--- src/rtl/band_playback_sequencer.sv ---
// Sequences one sample per band through a valid/ready stream each audio sample period.
// Each band is enabled in turn and waited on for a bounded time before it is skipped.
module band_playback_sequencer #(
  parameter int NUM_BANDS = 16,
  parameter int CLK_DIV   = 100,
  parameter int WAIT_MAX  = 3
) (
  input  logic                         clk,
  input  logic                         rst_n,
  input  logic                         run,
  input  logic [NUM_BANDS-1:0]         band_mask,
  output logic [NUM_BANDS-1:0]         band_enable,
  input  logic [NUM_BANDS-1:0]         band_valid,
  input  logic [NUM_BANDS*16-1:0]      band_data,
  output logic [15:0]                  s_data,
  output logic [$clog2(NUM_BANDS)-1:0] s_band,
  output logic                         s_last,
  output logic                         s_valid,
  input  logic                         s_ready,
  output logic                         frame_tick,
  output logic                         overrun,
  output logic                         timeout_err,
  input  logic                         clr_err
);

  localparam int IDXW = $clog2(NUM_BANDS);
  localparam int DIVW = $clog2(CLK_DIV);
  localparam int WCW  = $clog2(WAIT_MAX + 1);

  localparam logic [1:0] S_IDLE  = 2'd0;
  localparam logic [1:0] S_ISSUE = 2'd1;
  localparam logic [1:0] S_WAIT  = 2'd2;
  localparam logic [1:0] S_SEND  = 2'd3;

  logic [1:0]      state;
  logic [IDXW-1:0] idx;
  logic [DIVW-1:0] div;
  logic [WCW-1:0]  wait_cnt;
  logic            tick;
  logic            last_band;
  logic            wait_expired;

  assign tick         = run && (div == DIVW'(CLK_DIV - 1));
  assign frame_tick   = tick;
  assign last_band    = (idx == IDXW'(NUM_BANDS - 1));
  assign wait_expired = (wait_cnt == WCW'(WAIT_MAX - 1));

  always_ff @(posedge clk or negedge rst_n) begin
    if (!rst_n) begin
      div <= '0;
    end else if (!run || tick) begin
      div <= '0;
    end else begin
      div <= div + DIVW'(1);
    end
  end

  // Stream: a beat transfers on any cycle where s_valid and s_ready are both high;
  // s_data/s_band/s_last are loaded only on entry to SEND, so they hold between beats.
  assign s_valid = (state == S_SEND);

  always_comb begin
    band_enable = '0;
    if (state == S_ISSUE && band_mask[idx]) begin
      band_enable[idx] = 1'b1;
    end
  end

  always_ff @(posedge clk or negedge rst_n) begin
    if (!rst_n) begin
      state    <= S_IDLE;
      idx      <= '0;
      wait_cnt <= '0;
      s_data   <= '0;
      s_band   <= '0;
      s_last   <= 1'b0;
    end else begin
      case (state)
        S_IDLE: begin
          if (tick) begin
            idx   <= '0;
            state <= S_ISSUE;
          end
        end
        S_ISSUE: begin
          wait_cnt <= '0;
          if (band_mask[idx]) begin
            state <= S_WAIT;
          end else begin
            s_data <= '0;
            s_band <= idx;
            s_last <= last_band;
            state  <= S_SEND;
          end
        end
        S_WAIT: begin
          if (band_valid[idx]) begin
            s_data <= band_data[{idx, 4'b0000} +: 16];
            s_band <= idx;
            s_last <= last_band;
            state  <= S_SEND;
          end else if (wait_expired) begin
            s_data <= '0;
            s_band <= idx;
            s_last <= last_band;
            state  <= S_SEND;
          end else begin
            wait_cnt <= wait_cnt + WCW'(1);
          end
        end
        default: begin
          if (s_ready) begin
            if (s_last) begin
              state <= S_IDLE;
            end else begin
              idx   <= idx + IDXW'(1);
              state <= S_ISSUE;
            end
          end
        end
      endcase
    end
  end

  // A set event on the same edge as clr_err wins.
  always_ff @(posedge clk or negedge rst_n) begin
    if (!rst_n) begin
      overrun     <= 1'b0;
      timeout_err <= 1'b0;
    end else begin
      if (tick && state != S_IDLE) begin
        overrun <= 1'b1;
      end else if (clr_err) begin
        overrun <= 1'b0;
      end
      if (state == S_WAIT && !band_valid[idx] && wait_expired) begin
        timeout_err <= 1'b1;
      end else if (clr_err) begin
        timeout_err <= 1'b0;
      end
    end
  end

endmodule

--- config.mk ---
export PLATFORM = sky130hd
export DESIGN_NAME = band_playback_sequencer
export DESIGN_NICKNAME = d
export VERILOG_FILES = /design/src/rtl/band_playback_sequencer.sv
export SDC_FILE = /design/constraint.sdc
export NUM_CORES = 1
export LEC_CHECK = 0
export ABC_AREA = 1
export CAP_MARGIN = 20
export CORE_AREA = 8 8 124 126
export DETAILED_ROUTE_END_ITERATION = 10
export DIE_AREA = 0 0 132 134
export PLACE_DENSITY = 0.91
export REMOVE_ABC_BUFFERS = 1
export SLEW_MARGIN = 20
export SYNTH_ARGS = -nofsm -noshare
export SYNTH_HDL_FRONTEND = slang
export SYNTH_SLANG_ARGS = --single-unit
export TNS_END_PERCENT = 5
--- constraint.sdc ---
create_clock -name clk -period 4.1 [get_ports clk]
set_input_delay 1.025 -clock clk [delete_from_list [all_inputs] [get_ports clk]]
set_output_delay 1.025 -clock clk [all_outputs]
set_load 0.02 [all_outputs]
==> results.md <==
- Overall routed net length: 22.7 mm
- Worst hold path type: reg -> reg
- CTS Root Cell: clkbuf_16
- Worst path most repeated cell: nand2_1
- 1st-iter DRT viols: 377
- Synth Area in Adders: 2.54%
- DP HPWL: 17.3 mm
- Post-synthesis cell area: 4920 sq um
- Worst path max stage delay: 480 ps
- Fraction of the mapped netlist area in simple logic gates: 49.8%
- H-tree levels: 2
- Number of global-route vias before repair: 6889
- Die Span Y: 134 um
- Register area share after synthesis: 19.3%
- CTS Buf Count: 5
- R2r startpoint: idx[0]
- Fill cell count: 1244
- Dpl cells: 1425
- Syn_area_per_cell: 5.13 sq um
- Worst path required time: 3070 ps
- Yosys top cell by area: nor2_1
- I/O pin count: 334
- Vias: 7088
- Synth Register Bits: 38
- Yosys warns: 0
- WP data arrival: 2810 ps
- Power Density: 533 nW/um^2
- Initial antenna violation count: 0
- Endpoint type of the worst setup path: primary output
- Cells after synthesis: 959
- Layout Cells excl Fill: 1433
- Most common cell after layout, fill and taps aside: clkdlybuf4s50_1
- Drt drc: 0
- Distinct cells, synth: 25
- Area of the multi-input gates: 3420 sq um
- Largest family of logic cells by synthesized area: simple AND/OR/NAND/NOR gates
- Multiplexer fraction of the synthesized cell area: 0%
- Top achievable clock speed: 0.261 GHz
- Vias/cell: 4.95
- Slowest CP cell: clkdlybuf4s50_1
- Core area: 13500 sq um
- RSZ-0062 raised after global routing: false
- First-pass GRT wire length: 35.1 mm
- CP startpoint: band_mask[12]
- Grt ovf: 0
- ANT cells: 0
- CP Cell Sequence: clkdlybuf4s50_1, inv_1, nand2_1, nand3_1, nand2_1, nand2_1, nand2_1, nor2_2, nor2_4, nand2_1, nor2_1, dlygate4sd2_1
- Clock skew: 5.63 ps
- Die area: 17700 sq um
- Worst setup SP type: input port
- Measured slew at the worst slew-check pin: 904 ps
- Largest net degree at the start of global routing: 90
- Rows: 43
- Slew HR: 39.7%
- Final Setup Violations: 0
- GRT Resource Usage Total: 24.2%
- Post-Synth XOR/XNOR Area: 0.356%
- Max-cap violations: 0
- CP max FO: 5
- Period utilization: 93.4%
- CTS Buffer Depth: 2
- Synth Area in Compound Gates: 16.7%
- Clk Latency, worst-skew pair: 280 ps
- Routed Antenna Nets: 0
- Synth top area cells: nor2_1 23%, nand2_1 20%, dfrtp_1 19%, o21ai_0 14%, nand3_1 4.7%
- VDD IR max: 0.414 mV
- Tmin final: 3830 ps
- R2R setup slack: 1370 ps
- Crit Path Class: in -> out
- Number of clock sinks: 38
- Pwr Total: 0.00452 W
- Storage element area: 956 sq um
- Max Slew Vio Count: 0
- Clock-pin slew on the worst setup and hold paths: 60 ps
- Share of cells above drive strength 1: 3.11%
- Final hold viol count: 0
- Most frequent cells in the layout: 316 x clkdlybuf4s50_1, 302 x nor2_1, 261 x nand2_1
- Detailed-router iteration count before antenna repair: 5
- Final nets: 1555
- Critical Path End: band_enable[6]
- CTS tree: built
- RD Place Congestion: 0.878
- Reg-to-reg endpoint: s_data[0]
- Area share of the largest cell type after synthesis: 23.0%
- Synth-to-layout area growth: 72.3%
- Status: finished, final reports clean
- LEAKAGE: 4.15 nW
- Port Buf Inserts: 333
- Reg2Reg Depth: 11
- Average wire per standard cell: 15.9 um
- Die W: 132 um
- Starting density of the core: 36.4%
-- worst min path at each step --
stage / from / end / slack, ps / depth (start not counted)
2_1_floorplan: div[0] / div[0] / 430 / 1
3_3_place_gp: div[0] / div[0] / 450 / 1
3_5_place_dp: div[0] / div[0] / 450 / 1
4_1_cts: div[0] / div[0] / 460 / 1
5_1_grt: div[0] / div[0] / 470 / 1
6_report: div[0] / div[0] / 470 / 1
-- area by class of cell --
cell class,instances,share of cell area (%)
Clock buffer,6,1.64
Clock inverter,2,0.708
Inverter,59,2.63
Multi-Input combinational cell,800,40.3
Sequential cell,38,11.3
Tap cell,180,2.66
Timing Repair Buffer,348,40.8
-- what timing repair did --
action | in CTS | in global routing
buffers inserted | 0 | 0
setup endpoints to repair | 6 | 10
resized for setup | 6 | 10
hold buffers | 0 | 0
pin swaps | 0 | 0
-- cells in the mapped netlist --
library cell / number
a21oi_1: 5
and3_1: 1
buf_1: 4
buf_2: 16
buf_4: 19
buf_6: 1
clkbuf_1: 22
dfrtp_1: 38
ha_1: 10
inv_1: 57
inv_2: 2
nand2_1: 261
nand2_2: 1
nand3_1: 46
nand3_2: 1
nor2_1: 302
nor2_2: 6
nor2_4: 1
nor3_1: 5
nor3b_1: 1
o21ai_0: 140
o21ai_1: 16
o21ai_4: 1
or2_2: 1
xor2_1: 2
-- where the power goes --
group          internal, W  switching [W]  leakage, nW
Clock             0.000365       0.000155       0.0971
Combinational      0.00126        0.00213         3.54
Sequential        0.000506      0.0000965        0.511
-- critical path, delay by kind of cell --
kind	cells	cell delay (ps)
buf+inv	3	870
simple gates	9	910
-- metal layers --
layer	track usage, %	share of wire (%)
met1	26.9	40
met2	43.7	49
met3	7.22	9.3
met4	6.96	2.2
met5	0	0
-- sequential cells by signal (all words and copies together), names as in the netlist --
signal	cells
div	7
idx	4
overrun	1
s_band	4
s_data	16
s_last	1
state	2
timeout_err	1
wait_cnt	2
-- cell families (layout without fill, tap and decap cells) --
kind of cell,after synthesis,count (layout)
AOI/OAI and AO/OA,162,162
buffers and inverters,121,415
adders and majority gates,10,10
and+or+nand+nor,626,626
DFF,38,38
xor gates and xnor gates,2,2
-- through the flow --
step | TNS (ps) | hold WS (ps) | setup WS (ps) | instance area [sq um] | util, %
finish | 0 | 466 | 270 | 8480 | 62.8
floorplan | -71440 | 433 | -2030 | 4590 | -
CTS | 0 | 465 | 0.308 | 8450 | 62.6
global placement | 0 | 450 | 93.6 | 8260 | 61.2
detailed placement | -7.74 | 449 | -7.14 | 8260 | 61.2
global route | 0 | 472 | 85.7 | 8480 | 62.8
No activity file was read; power rests on OpenSTA's default activity.
